## config.mk

```make
export PLATFORM = sky130hd
export DESIGN_NAME = link_c_sched
export DESIGN_NICKNAME = d
export VERILOG_FILES = /design/src/rtl/link_c_sched.sv
export SDC_FILE = /design/constraint.sdc
export NUM_CORES = 1
export LEC_CHECK = 0
export ABC_CLOCK_PERIOD_IN_PS = 3550
export CORE_MARGIN = 4
export CORE_UTILIZATION = 51
export CTS_CLUSTER_DIAMETER = 50
export CTS_CLUSTER_SIZE = 40
export DETAILED_ROUTE_END_ITERATION = 6
export GPL_TIMING_DRIVEN = 0
export PLACE_DENSITY_LB_ADDON = 0.2
export SYNTH_ARGS = -nofsm -noshare
export SYNTH_HDL_FRONTEND = slang
export SYNTH_SLANG_ARGS = --single-unit
export TNS_END_PERCENT = 10
```

## constraint.sdc

```tcl
create_clock -name sys_clk -period 3.55 [get_ports sys_clk]
set_input_delay 0.355 -clock sys_clk [delete_from_list [all_inputs] [get_ports sys_clk]]
set_output_delay 0.355 -clock sys_clk [all_outputs]
set_load 0.02 [all_outputs]
```

## src/rtl/link_c_sched.sv

```systemverilog
// Two-requester scheduler for the C-bus link endpoint. Each transaction runs
// arbitrate, frame copy, transmit kick, reply wait, then an ack with a result code.
module link_c_sched #(
  parameter logic [19:0] RX_TIMEOUT = 20'd100000,
  parameter logic [7:0]  TXEN_WAIT  = 8'd255,
  parameter logic [10:0] MAX_LEN    = 11'd1536
) (
  input  logic        sys_clk,
  input  logic        rst,
  input  logic [1:0]  req_vld,
  input  logic [10:0] req_len_0,
  input  logic [10:0] req_len_1,
  output logic [10:0] src_raddr,
  output logic [1:0]  src_rden,
  input  logic [7:0]  src_rdata_0,
  input  logic [7:0]  src_rdata_1,
  output logic        tx_buf_wren,
  output logic [10:0] tx_buf_waddr,
  output logic [7:0]  tx_buf_wdata,
  output logic [10:0] tx_data_len,
  output logic        tx_start,
  input  logic        lb_txen,
  input  logic        o_rx_done,
  input  logic [1:0]  o_rx_crc_rslt,
  output logic [1:0]  ack,
  output logic [1:0]  rslt_code,
  output logic        grant_id,
  output logic        busy
);

  typedef enum logic [2:0] {
    S_IDLE,
    S_ARB,
    S_LOAD,
    S_KICK,
    S_TX_RISE,
    S_TX_BUSY,
    S_RX_WAIT,
    S_DONE
  } state_t;

  localparam logic [1:0] CODE_OK      = 2'b00;
  localparam logic [1:0] CODE_CRC     = 2'b01;
  localparam logic [1:0] CODE_RX_TO   = 2'b10;
  localparam logic [1:0] CODE_TX_FAIL = 2'b11;
  localparam logic [1:0] CRC_PASS     = 2'b01;

  state_t      state_q, state_d;
  logic        grant_q, grant_d;
  logic        last_q, last_d;
  logic [10:0] len_q, len_d;
  logic [10:0] addr_q, addr_d;
  logic        wr_en_q, wr_en_d;
  logic [10:0] wr_addr_q, wr_addr_d;
  logic [19:0] cnt_q, cnt_d;
  logic        rx_seen_q, rx_seen_d;
  logic [1:0]  crc_q, crc_d;
  logic [1:0]  code_q, code_d;

  logic        arb_grant;
  logic [10:0] sel_len;
  logic        rd_en;
  logic        rx_window;
  logic [19:0] cnt_inc;
  logic [1:0]  reply_crc;

  always_comb begin
    // With both requesting, the one not served last wins.
    arb_grant = (req_vld == 2'b11) ? ~last_q : req_vld[1];
    sel_len   = arb_grant ? req_len_1 : req_len_0;
    rd_en     = (state_q == S_LOAD) && (addr_q != len_q);
    rx_window = (state_q == S_TX_RISE) || (state_q == S_TX_BUSY) || (state_q == S_RX_WAIT);
    cnt_inc   = cnt_q + 20'd1;
    reply_crc = rx_seen_q ? crc_q : o_rx_crc_rslt;
  end

  always_comb begin
    state_d   = state_q;
    grant_d   = grant_q;
    last_d    = last_q;
    len_d     = len_q;
    addr_d    = addr_q;
    wr_en_d   = rd_en;
    wr_addr_d = rd_en ? addr_q : wr_addr_q;
    cnt_d     = cnt_q;
    rx_seen_d = rx_seen_q;
    crc_d     = crc_q;
    code_d    = code_q;

    // A reply may land while the link is still transmitting; keep it for RX_WAIT.
    if (rx_window && o_rx_done) begin
      rx_seen_d = 1'b1;
      crc_d     = o_rx_crc_rslt;
    end

    case (state_q)
      S_IDLE: begin
        if (req_vld != 2'b00) begin
          state_d = S_ARB;
        end
      end

      S_ARB: begin
        if (req_vld == 2'b00) begin
          state_d = S_IDLE;
        end else begin
          grant_d = arb_grant;
          len_d   = sel_len;
          addr_d  = '0;
          if ((sel_len == 11'd0) || (sel_len > MAX_LEN)) begin
            code_d  = CODE_TX_FAIL;
            state_d = S_DONE;
          end else begin
            state_d = S_LOAD;
          end
        end
      end

      S_LOAD: begin
        // The extra cycle at addr_q == len_q drains the last read into the TX buffer.
        if (addr_q != len_q) begin
          addr_d = addr_q + 11'd1;
        end else begin
          state_d = S_KICK;
        end
      end

      S_KICK: begin
        rx_seen_d = 1'b0;
        crc_d     = '0;
        cnt_d     = '0;
        addr_d    = '0;
        state_d   = S_TX_RISE;
      end

      S_TX_RISE: begin
        if (lb_txen) begin
          state_d = S_TX_BUSY;
        end else if (cnt_inc == {12'd0, TXEN_WAIT}) begin
          code_d  = CODE_TX_FAIL;
          state_d = S_DONE;
        end else begin
          cnt_d = cnt_inc;
        end
      end

      S_TX_BUSY: begin
        if (!lb_txen) begin
          cnt_d   = '0;
          state_d = S_RX_WAIT;
        end
      end

      S_RX_WAIT: begin
        // A reply arriving on the timeout cycle still counts as a reply.
        if (rx_seen_q || o_rx_done) begin
          code_d  = (reply_crc == CRC_PASS) ? CODE_OK : CODE_CRC;
          state_d = S_DONE;
        end else if (cnt_inc == RX_TIMEOUT) begin
          code_d  = CODE_RX_TO;
          state_d = S_DONE;
        end else begin
          cnt_d = cnt_inc;
        end
      end

      S_DONE: begin
        last_d  = grant_q;
        len_d   = '0;
        code_d  = CODE_OK;
        state_d = S_IDLE;
      end

      default: begin
        state_d = S_IDLE;
      end
    endcase
  end

  always_ff @(posedge sys_clk or negedge rst) begin
    if (!rst) begin
      state_q   <= S_IDLE;
      grant_q   <= 1'b0;
      last_q    <= 1'b1;
      len_q     <= '0;
      addr_q    <= '0;
      wr_en_q   <= 1'b0;
      wr_addr_q <= '0;
      cnt_q     <= '0;
      rx_seen_q <= 1'b0;
      crc_q     <= '0;
      code_q    <= '0;
    end else begin
      state_q   <= state_d;
      grant_q   <= grant_d;
      last_q    <= last_d;
      len_q     <= len_d;
      addr_q    <= addr_d;
      wr_en_q   <= wr_en_d;
      wr_addr_q <= wr_addr_d;
      cnt_q     <= cnt_d;
      rx_seen_q <= rx_seen_d;
      crc_q     <= crc_d;
      code_q    <= code_d;
    end
  end

  // Source RAM data arrives one cycle after the read, aligned with wr_en_q.
  assign src_raddr    = (state_q == S_LOAD) ? addr_q : '0;
  assign src_rden     = rd_en ? (grant_q ? 2'b10 : 2'b01) : 2'b00;
  assign tx_buf_wren  = wr_en_q;
  assign tx_buf_waddr = wr_en_q ? wr_addr_q : '0;
  assign tx_buf_wdata = wr_en_q ? (grant_q ? src_rdata_1 : src_rdata_0) : '0;
  assign tx_data_len  = len_q;
  assign tx_start     = (state_q == S_KICK);
  assign ack          = (state_q == S_DONE) ? (grant_q ? 2'b10 : 2'b01) : 2'b00;
  assign rslt_code    = (state_q == S_DONE) ? code_q : 2'b00;
  assign grant_id     = grant_q;
  assign busy         = (state_q != S_IDLE);

endmodule

```

After elaboration in Yosys (flattened, before gate mapping)

Cells that the tools add are included.

Bits in writable memories: 0
Memories kept: 0
Logic and storage cells: 107
Bits in latches: 0
Input port bits: 46
Register bits after elaboration: 64
Output and inout bits: 51
ROM bits: 0

Magnitude comparators: 1
Bitwise operators: 2
Div/mod/pow operators: 0
Eq/ne operators: 25
Mux-type cells: 44
$add $sub $neg: 2
Multiply operators: 0
Shift-type cells: 0
Reduce and logical (&&, ||, !) cells: 22

Operators with widths:

| operator                                         | number |
|---|---|
| 2-to-1 mux 20 bit                                | 5 |
| case mux 20 bit (4 select lines)                 | 1 |
| 2-to-1 mux 11 bit                                | 6 |
| case mux 11 bit (3 select lines)                 | 1 |
| 2-to-1 mux 3 bit                                 | 9 |
| 2-to-1 mux 2 bit                                 | 13 |
| case mux 3 bit (8 select lines)                  | 1 |
| case mux 11 bit (2 select lines)                 | 1 |
| adder 20 x 1 -> 20 bit (second input constant)   | 1 |
| == test 20 x 17 -> 1 bit (second input constant) | 1 |
| == test 20 x 8 -> 1 bit (second input constant)  | 1 |
| != test 2 bit (second input constant)            | 9 |
| 2-to-1 mux 8 bit                                 | 2 |
| == test 3 bit (second input constant)            | 4 |
| AND reduction 6 bit                              | 2 |
| adder 11 x 1 -> 11 bit (second input constant)   | 1 |
| > comparator 11 bit (second input constant)      | 1 |
| zero test 11 bit                                 | 1 |
| != test 11 bit                                   | 1 |
| case mux 2 bit (4 select lines)                  | 1 |
| nonzero test 4 bit                               | 2 |
| == test 3 x 2 -> 1 bit (second input constant)   | 2 |
| nonzero test 2 bit                               | 3 |
| nonzero test 3 bit                               | 2 |
| other kinds (15)                                 | 25 |

Depth between registers and ports, before layout

Gate-level depths: netlist of the first run.

Depth after elaboration: 8
Mapped depth: 12
Depth with buffers taken out: 9

Worst setup path after synthesis of the first run

Ideal clock, no wire load.

Kind: register to register
From: register cnt_q[0]
To: register state_q[0]
Cell stages (with the launch flop): 11
Data arrival time: 2.731 ns
Library setup time: 0.125 ns
Buffers on the path: 1
Slack: 0.694 ns
Clock period less this slack: 2.856 ns
Path through: dfrtp_1 > ha_1 > clkbuf_1 > nand3_1 > nor4_1 > xnor2_1 > o211ai_1 > or4_1 > o2bb2ai_1 > nor2_1 > mux2_2

Word-level cells in the longest chain between the ends: 4
Elaborated cells on any way between the ends: 6
Classes of those cells: 1 x add/sub; 4 x eq/ne; 1 x reduce/logical

RTL lines:

| element                                                                           | line     | source |
|---|---|---|
| start: declaration                                                                | 55       | `logic [19:0] cnt_q, cnt_d;` |
| start signal: assignment                                                          | 201      | `cnt_q <= cnt_d;` |
| adder 20 x 1 -> 20 bit (*)                                                        | 73       | `cnt_inc = cnt_q + 20'd1;` |
| == test 20 x 8 -> 1 bit / == test 20 x 17 -> 1 bit (equally long branches)        | 139, 159 |  |
| != test 3 x 2 -> 1 bit (no line) / != test 3 x 1 -> 1 bit (equally long branches) | --       |  |
| AND reduction 5 bit (no line) (*)                                                 | --       |  |
| end signal: assignment                                                            | 194      | `state_q <= state_d;` |
| end: declaration                                                                  | 48       | `state_t state_q, state_d;` |

Mark *: on every way between the ends. The rest lies on a longest branch, timed or not.
A chain may end at the register's enable or synchronous reset.

Worst setup path in the final report of the first run

From: register cnt_q[0]
To: register cnt_q[5]

Word-level cells in the longest chain between the ends: 4
Elaborated cells on any way between the ends: 11
Classes of those cells: 1 x add/sub; 4 x eq/ne; 5 x mux; 1 x reduce/logical

RTL lines:

| element                                                                                  | line | source |
|---|---|---|
| adder 20 x 1 -> 20 bit (*)                                                               | 73   |  |
| == test 20 x 17 -> 1 bit (tied with other cells)                                         | 159  | `end else if (cnt_inc == RX_TIMEOUT) begin` |
| != test 2 bit (no line) (tied with other cells)                                          | --   |  |
| AND reduction 6 bit (no line) / case mux 20 bit (4 select lines) (equally long branches) | --   |  |

Mark *: on every way between the ends. The rest lies on a longest branch, timed or not. The select of a mux whose other input is x is not followed.

==> results by group, run 1 <==
Worst setup path
  – CP arrival: 3.65 ns
  – Crit path max fanout: 10
  – Largest stage delay, worst path: 0.55 ns
  – Worst Path Required: 3.81 ns
  – Crit path to: cnt_q[5]
  – Crit-path slowest cell: dfrtp_1
  – Crit. Startpoint: cnt_q[0]
  – WS Path Type: reg2reg
  – Crit-path cells: ha_1 -> clkbuf_2 -> nand3_1 -> nor4_1 -> xnor2_1 -> o211ai_1 -> or4_1 -> a22oi_2 -> buf_4 -> a21oi_1 -> mux2i_1
  – R2R Setup Slk: 0.17 ns
  – Reg2Reg Depth: 11
  – CP Capture Type: register
  – RR Endpoint: cnt_q[5]
  – Setup crit start kind: register
  – Reg2reg start: cnt_q[0]

Synthesis
  – Number of synthesized flops with an enable pin: 0
  – Syn_nets: 522
  – Syn Inst Count: 472
  – Synthesized area: 4180 sq um
  – FF+latch count, synth: 64
  – Seq/Total Area, Yosys: 0.384
  – Post-synth top area share: 0.377
  – Most used DFF post-synth: dfrtp_1
  – Syn. warnings: 0
  – Async S/R FF share, synth: 1.00
  – Biggest area consumer among synthesized cells: dfrtp_1
  – Synthesized area per cell: 8.85 sq um
  – Synth cell types: 56
  – Synth top area cells: dfrtp_1 38%, mux2i_1 6.9%, nand3_1 3.6%, and2_1 3.4%, nor2_1 3.4%

Die
  – Die ar.: 9700 sq um
  – Die X: 98.5 um
  – Cell Rows: 32
  – Starting Density: 0.532
  – Core Area: 7850 sq um
  – Die height: 98.5 um
  – Ports: 97

Clock tree
  – Clock sink count: 64
  – CTS Buf Count: 9
  – Max H-tree Level: 3
  – Skew-Pair Late Insertion Delay: 0.35 ns
  – Worst-path clk slew: about 0.080 ns
  – Postcts setup bufs: 0
  – CTS tree: built
  – Root Buffer: clkbuf_8
  – Clock tree buffer depth: 2

Layout
  – Most common cell after layout, fill and taps aside: clkdlybuf4s50_1
  – FF+latch area: 1600 sq um
  – Area of the multi-input gates: 2400 sq um
  – Fin nets: 629
  – Post-layout util: 0.701
  – Most frequent cells in the layout: 95 x clkdlybuf4s50_1, 63 x dfrtp_1, 38 x nor2_1, 35 x nand2_1, 30 x nand3_1
  – Post-Layout Inst Area: 5500 sq um
  – Layout area overhead: 31.7%
  – Finished Layout Cells: 686
  – Fillers: approximately 630
  – Layout cell share with drive strength beyond 1: 0.0856
  – Inserted Diodes: 0

Placed design
  – Placed instance count: 670
  – Post-detail-place hpwl: just under 9000 um
  – Port buffer count: 96
  – Placed inst area: 5260 sq um
  – Place WS: 0.136 ns
  – GPL Wtd Cong: 0.864

STA
  – Fin. max-slew vios: 0
  – Final WS setup: 0.168 ns
  – Hold Violations, Final: 0
  – Slew at the pin with the worst max-slew slack: 0.798 ns
  – Fin crit share: 0.953
  – Minimum clock period after layout: 3.38 ns
  – Relative slew slack: 0.468
  – Fmax: a little under 0.3 GHz
  – Layout Skew: 0.0132 ns
  – Final setup violation count: 0

GRT
  – Largest net degree at the start of global routing: 65
  – First-pass GRT wire length: 19200 um
  – Initial antenna violation count: 0
  – Grt total ovfl: 0
  – Vias in the first global route: 3917
  – GRT Overall Usage: 0.242

Route
  – # DRC: 0
  – Detailed-route wire length: around 12000 um
  – Met3 WL post-DR: 625 um
  – Vias per cell: a little under 6
  – M1 WL: 5230 um
  – Drt wl/cell: 16.9 um
  – 1st-iter DRT viols: 246
  – Via count: 4003
  – Top Metal Used: met4
  – Number of routed nets with antenna violations: 0
  – Metal2 WL: approximately 5600 um
  – Pre-antenna DRT Iters: 5

Pwr
  – Leak pwr: 2.36 nW
  – Max IR drop VDD: 0.437 mV
  – P per Cell Area: 594 nW/um^2

Status
  – Status: finished clean

Worst hold path
  – Worst min-delay path category: in2async

Flow run
  – Max-cap violations: 0
[what timing repair did]
action	in CTS	in global routing
hold buffers	0	0
endpoints found under the hold margin	0	0
endpoints found under the setup margin	0	21
resized for setup	0	4
[worst min path at each step]
stage / slack (ns) / cells past startpoint / endpoint
6_report: 0.10 / 1 / cnt_q[3]
5_1_grt: 0.17 / 1 / wr_addr_q[2]
4_1_cts: 0.13 / 1 / tx_data_len[5]
3_5_place_dp: 0.47 / 2 / wr_addr_q[6]
3_3_place_gp: 0.47 / 2 / wr_addr_q[6]
2_1_floorplan: 0.06 / 0 / addr_q[0]
[through the flow]
step / TNS, ns / total power, mW / hold slack, ns
4_1_cts: 0 / 3.26 / 0.130
5_1_grt: -0.0160 / 3.46 / 0.168
2_1_floorplan: 0 / 1.99 / 0.0594
3_3_place_gp: 0 / 2.51 / 0.470
6_report: 0 / 3.27 / 0.104
3_5_place_dp: 0 / 2.55 / 0.474
[Yosys cell counts (2+ instances only)]
master	instances
nand3b_1	2
clkbuf_1	22
and3_1	5
a21o_1	3
nand3_1	30
a22o_1	3
nor2b_1	10
nand4b_1	2
a22oi_1	5
nor4_1	14
or3_1	5
o311a_1	2
or4_1	3
and2_1	23
nand4_2	2
a31oi_1	5
nor2_1	38
xnor2_1	11
o21ai_1	2
o21ai_0	26
buf_4	5
mux2_2	11
o211ai_1	2
xor2_1	11
o21bai_1	2
mux2_4	4
buf_2	3
nor3_1	12
buf_1	2
dfrtp_1	63
a32o_1	3
nand2b_1	7
ha_1	4
nand2_1	35
inv_1	13
and4_1	2
nand4_1	8
a21oi_1	24
o41ai_1	3
mux2i_1	29
[report_power, final]
part | internal [mW] | leakage [nW] | switching [mW]
Clock | 0.418 | 0.111 | 0.288
Combinational | 0.640 | 1.39 | 0.881
Sequential | 0.880 | 0.854 | 0.160
Total | 1.94 | 2.36 | 1.33
[final cells by class]
type	instances	share of cell area
Buffer	32	0.0262
Clock inverter	4	0.0141
Sequential cell	64	0.291
Tap cell	102	0.0232
Clock buffer	12	0.0264
Inverter	13	0.00887
Multi-Input combinational cell	363	0.436
Timing Repair Buffer	96	0.174
[logic make-up (layout without fill, tap and decap cells)]
family	after synthesis	count (layout)	synth area share
compound gates	88	88	0.132
xor+xnor	22	22	0.0461
fa+ha+maj	4	4	0.0120
buf+inv	45	157	0.0458
flops	64	64	0.384
mux	44	44	0.114
simple gates	205	205	0.267
[routing by layer]
| layer | vias to the layer above | global-route usage |
|---|---|---|
| li1 | 1912 | - |
| met3 | 16 | 0.0368 |
| met4 | 0 | 0.0735 |
| met5 | - | 0 |
| met2 | 130 | 0.395 |
| met1 | 1945 | 0.334 |
[critical path, delay by kind of cell (launching register included)]
| family | cells | cell delay, ns |
|---|---|---|
| AOI/OAI and AO/OA | 3 | 0.63 |
| xor gates and xnor gates | 1 | 0.24 |
| adders and majority gates | 1 | 0.28 |
| buffers and inverters | 2 | 0.52 |
| DFF | 1 | 0.55 |
| muxes | 1 | 0.16 |
| and+or+nand+nor | 3 | 0.92 |
[state kept, by name, summed over array words and instances (netlist names)]
name and count:
code_q 2, wr_addr_q 11, crc_q 2, tx_data_len 11, addr_q 11, rx_seen_q 1
cnt_q 20, tx_buf_wren 1, last_q 1, grant_id 1, state_q 3
Power figures use the tool's default switching activity.
==> run 2, diff against run 1 <==
--- a/config.mk
+++ b/config.mk
@@ -11,7 +11,6 @@
 export CTS_CLUSTER_DIAMETER = 50
 export CTS_CLUSTER_SIZE = 40
 export DETAILED_ROUTE_END_ITERATION = 6
-export GPL_TIMING_DRIVEN = 0
 export PLACE_DENSITY_LB_ADDON = 0.2
 export SYNTH_ARGS = -nofsm -noshare
 export SYNTH_HDL_FRONTEND = slang
==> run 2 against run 1 <==
Against the previous run:
- sequential cell count unchanged
- clock skew shrank 0.0018 ns
- sequential share of layout area grew 0.40 points
- design area decreased by 1.4%
- sequential power increased by 9%
- wire length down 4.0%
- critical path depth decreased by 2
==> results by group, run 2 (synthesized netlist as in run 1, its figures left out) <==
Pwr
  – Clock share of power: 0.209
  – Switching share of power: 0.409
  – Total power: 3.16 mW
  – Switch Pwr: 1.29 mW
  – Leak pwr: 2.34 nW
  – Max IR drop VDD: approximately 0.44 mV
  – P per Cell Area: 583 nW/um^2
  – Sequential power share: 0.358
  – Internal power: 1.87 mW
  – Logic pwr share: 0.432

Route
  – Pre-antenna DRT Iters: 5
  – Detailed-route wire length: 11100 um
  – Number of routed nets with antenna violations: 0
  – Drt wl/cell: about 17 um
  – 1st-iter DRT viols: 244
  – Metal2 WL: 5230 um
  – # DRC: 0
  – Top Metal Used: met4
  – M1 WL: 4990 um
  – Vias per cell: slightly below 6
  – Via count: about 3.9k
  – Met3 WL post-DR: 744 um

Layout
  – Finished Layout Cells: around 670
  – Inserted Diodes: 0
  – Layout cell share with drive strength beyond 1: 0.0973
  – Post-layout util: 0.691
  – Fin nets: 610
  – Largest Register: cnt_q
  – Post-Layout Inst Area: 5430 sq um
  – Number of flip-flops in the largest register: 20
  – Layout area overhead: 29.9%
  – Most frequent cells in the layout: 95 x clkdlybuf4s50_1, 63 x dfrtp_1, 38 x nor2_1, 35 x nand2_1, 30 x nand3_1
  – Most common cell after layout, fill and taps aside: clkdlybuf4s50_1

STA
  – Fin crit share: 0.914
  – RSZ-0062 raised after global routing: false
  – Fin. max-slew vios: 0
  – Layout Skew: 0.0114 ns
  – Relative slew slack: 0.367
  – Slew at the pin with the worst max-slew slack: 0.949 ns
  – Setup tns final: 0 ns
  – Fmax: 0.308 GHz
  – Hold Violations, Final: 0
  – Minimum clock period after layout: 3.25 ns
  – Final setup violation count: 0

Die
  – Die X: 98.5 um
  – Ports: 97
  – Core Area: 7850 sq um
  – Cell Rows: 32
  – Starting Density: 0.532
  – Die ar.: 9700 sq um
  – Die height: 98.5 um

Placed design
  – Port buffer count: 96
  – Placed inst area: between 5000 and 6000 sq um
  – Post-detail-place hpwl: 8210 um
  – GPL Wtd Cong: around 0.91
  – Placed instance count: roughly 650

Clock tree
  – Hold-fix buffers at CTS: 0
  – Clock tree buffer depth: 2
  – Clock sink count: 64
  – Max H-tree Level: 3
  – Root Buffer: clkbuf_8
  – Skew-Pair Late Insertion Delay: 0.35 ns
  – CTS tree: built
  – Postcts setup bufs: 0
  – CTS Buf Count: 9
  – # resized after CTS: 0
  – Worst-path clk slew: about 0.080 ns

GRT
  – First-pass GRT wire length: 18300 um
  – Grt total ovfl: 0
  – Largest net degree at the start of global routing: 43
  – Vias in the first global route: 3601
  – GRT Overall Usage: 0.230
  – Initial antenna violation count: 0

Worst setup path
  – WS Path Type: reg2reg
  – CP arrival: 3.51 ns
  – Worst Path Required: 3.82 ns
  – CP Capture Type: register
  – Crit path max fanout: 12
  – Setup crit start kind: register

Status
  – Status: finished clean

Worst hold path
  – Worst min-delay path category: in2async

Flow run
  – Max-cap violations: 0
-- run 2: final timing paths --
kind,to,cells past startpoint,slack (ns),startpoint
max,cnt_q[18],9,0.30,cnt_q[9]
min,wr_addr_q[4],1,0.15,rst
max reg2reg,cnt_q[18],9,0.30,cnt_q[9]
min reg2reg,wr_addr_q[6],2,0.49,wr_addr_q[6]
max in group asynchronous,last_q,2,2.48,rst
min in group sys_clk,wr_addr_q[6],2,0.49,wr_addr_q[6]
-- run 2: power by group through the flow --
stage               clock network, mW  registers [mW]  logic, mW
floorplan                           0            1.08      0.906
global placement                    0            1.13       1.33
detailed placement                  0            1.14       1.36
CTS                             0.670            1.13       1.37
global route                    0.708            1.17       1.50
finish                          0.662            1.13       1.37
-- run 2: layout make-up --
cell class                      instances  area [sq um]
Clock buffer                           11           151
Tap cell                              102           128
Inverter                               13          48.8
Clock inverter                          5          55.1
Multi-Input combinational cell        363          2390
Sequential cell                        64          1600
Timing Repair Buffer                  109          1050
Fill cell                             634          2420
-- run 2: metal layers --
layer	global-route usage	up-vias
met4	0.0599	0
met2	0.353	146
li1	-	1868
met3	0.0495	23
met1	0.331	1892
met5	0	-
-- run 2: through the flow --
step / setup slack [ns] / hold WS (ns)
6_report: 0.304 / 0.152
5_1_grt: 0.0132 / 0.232
4_1_cts: 0.277 / 0.168
3_5_place_dp: 0.265 / 0.478
3_3_place_gp: 0.447 / 0.460
2_1_floorplan: 0.694 / 0.0594
-- run 2: critical path, stage by stage, from the launching register on --
cell	delay [ns]
dfrtp_1	0.45
nand4_2	0.24
nor4_4	0.55
xnor2_1	0.15
or4_1	0.54
nor4b_2	0.34
or2_1	0.34
buf_4	0.26
a22oi_1	0.11
o21ai_0	0.18
==> run 3, diff against run 2 <==
--- a/config.mk
+++ b/config.mk
@@ -15,4 +15,3 @@
 export SYNTH_ARGS = -nofsm -noshare
 export SYNTH_HDL_FRONTEND = slang
 export SYNTH_SLANG_ARGS = --single-unit
-export TNS_END_PERCENT = 10
==> results of run 3 <==
No change in the layout: final DEF, timing and power equal those of run 2.
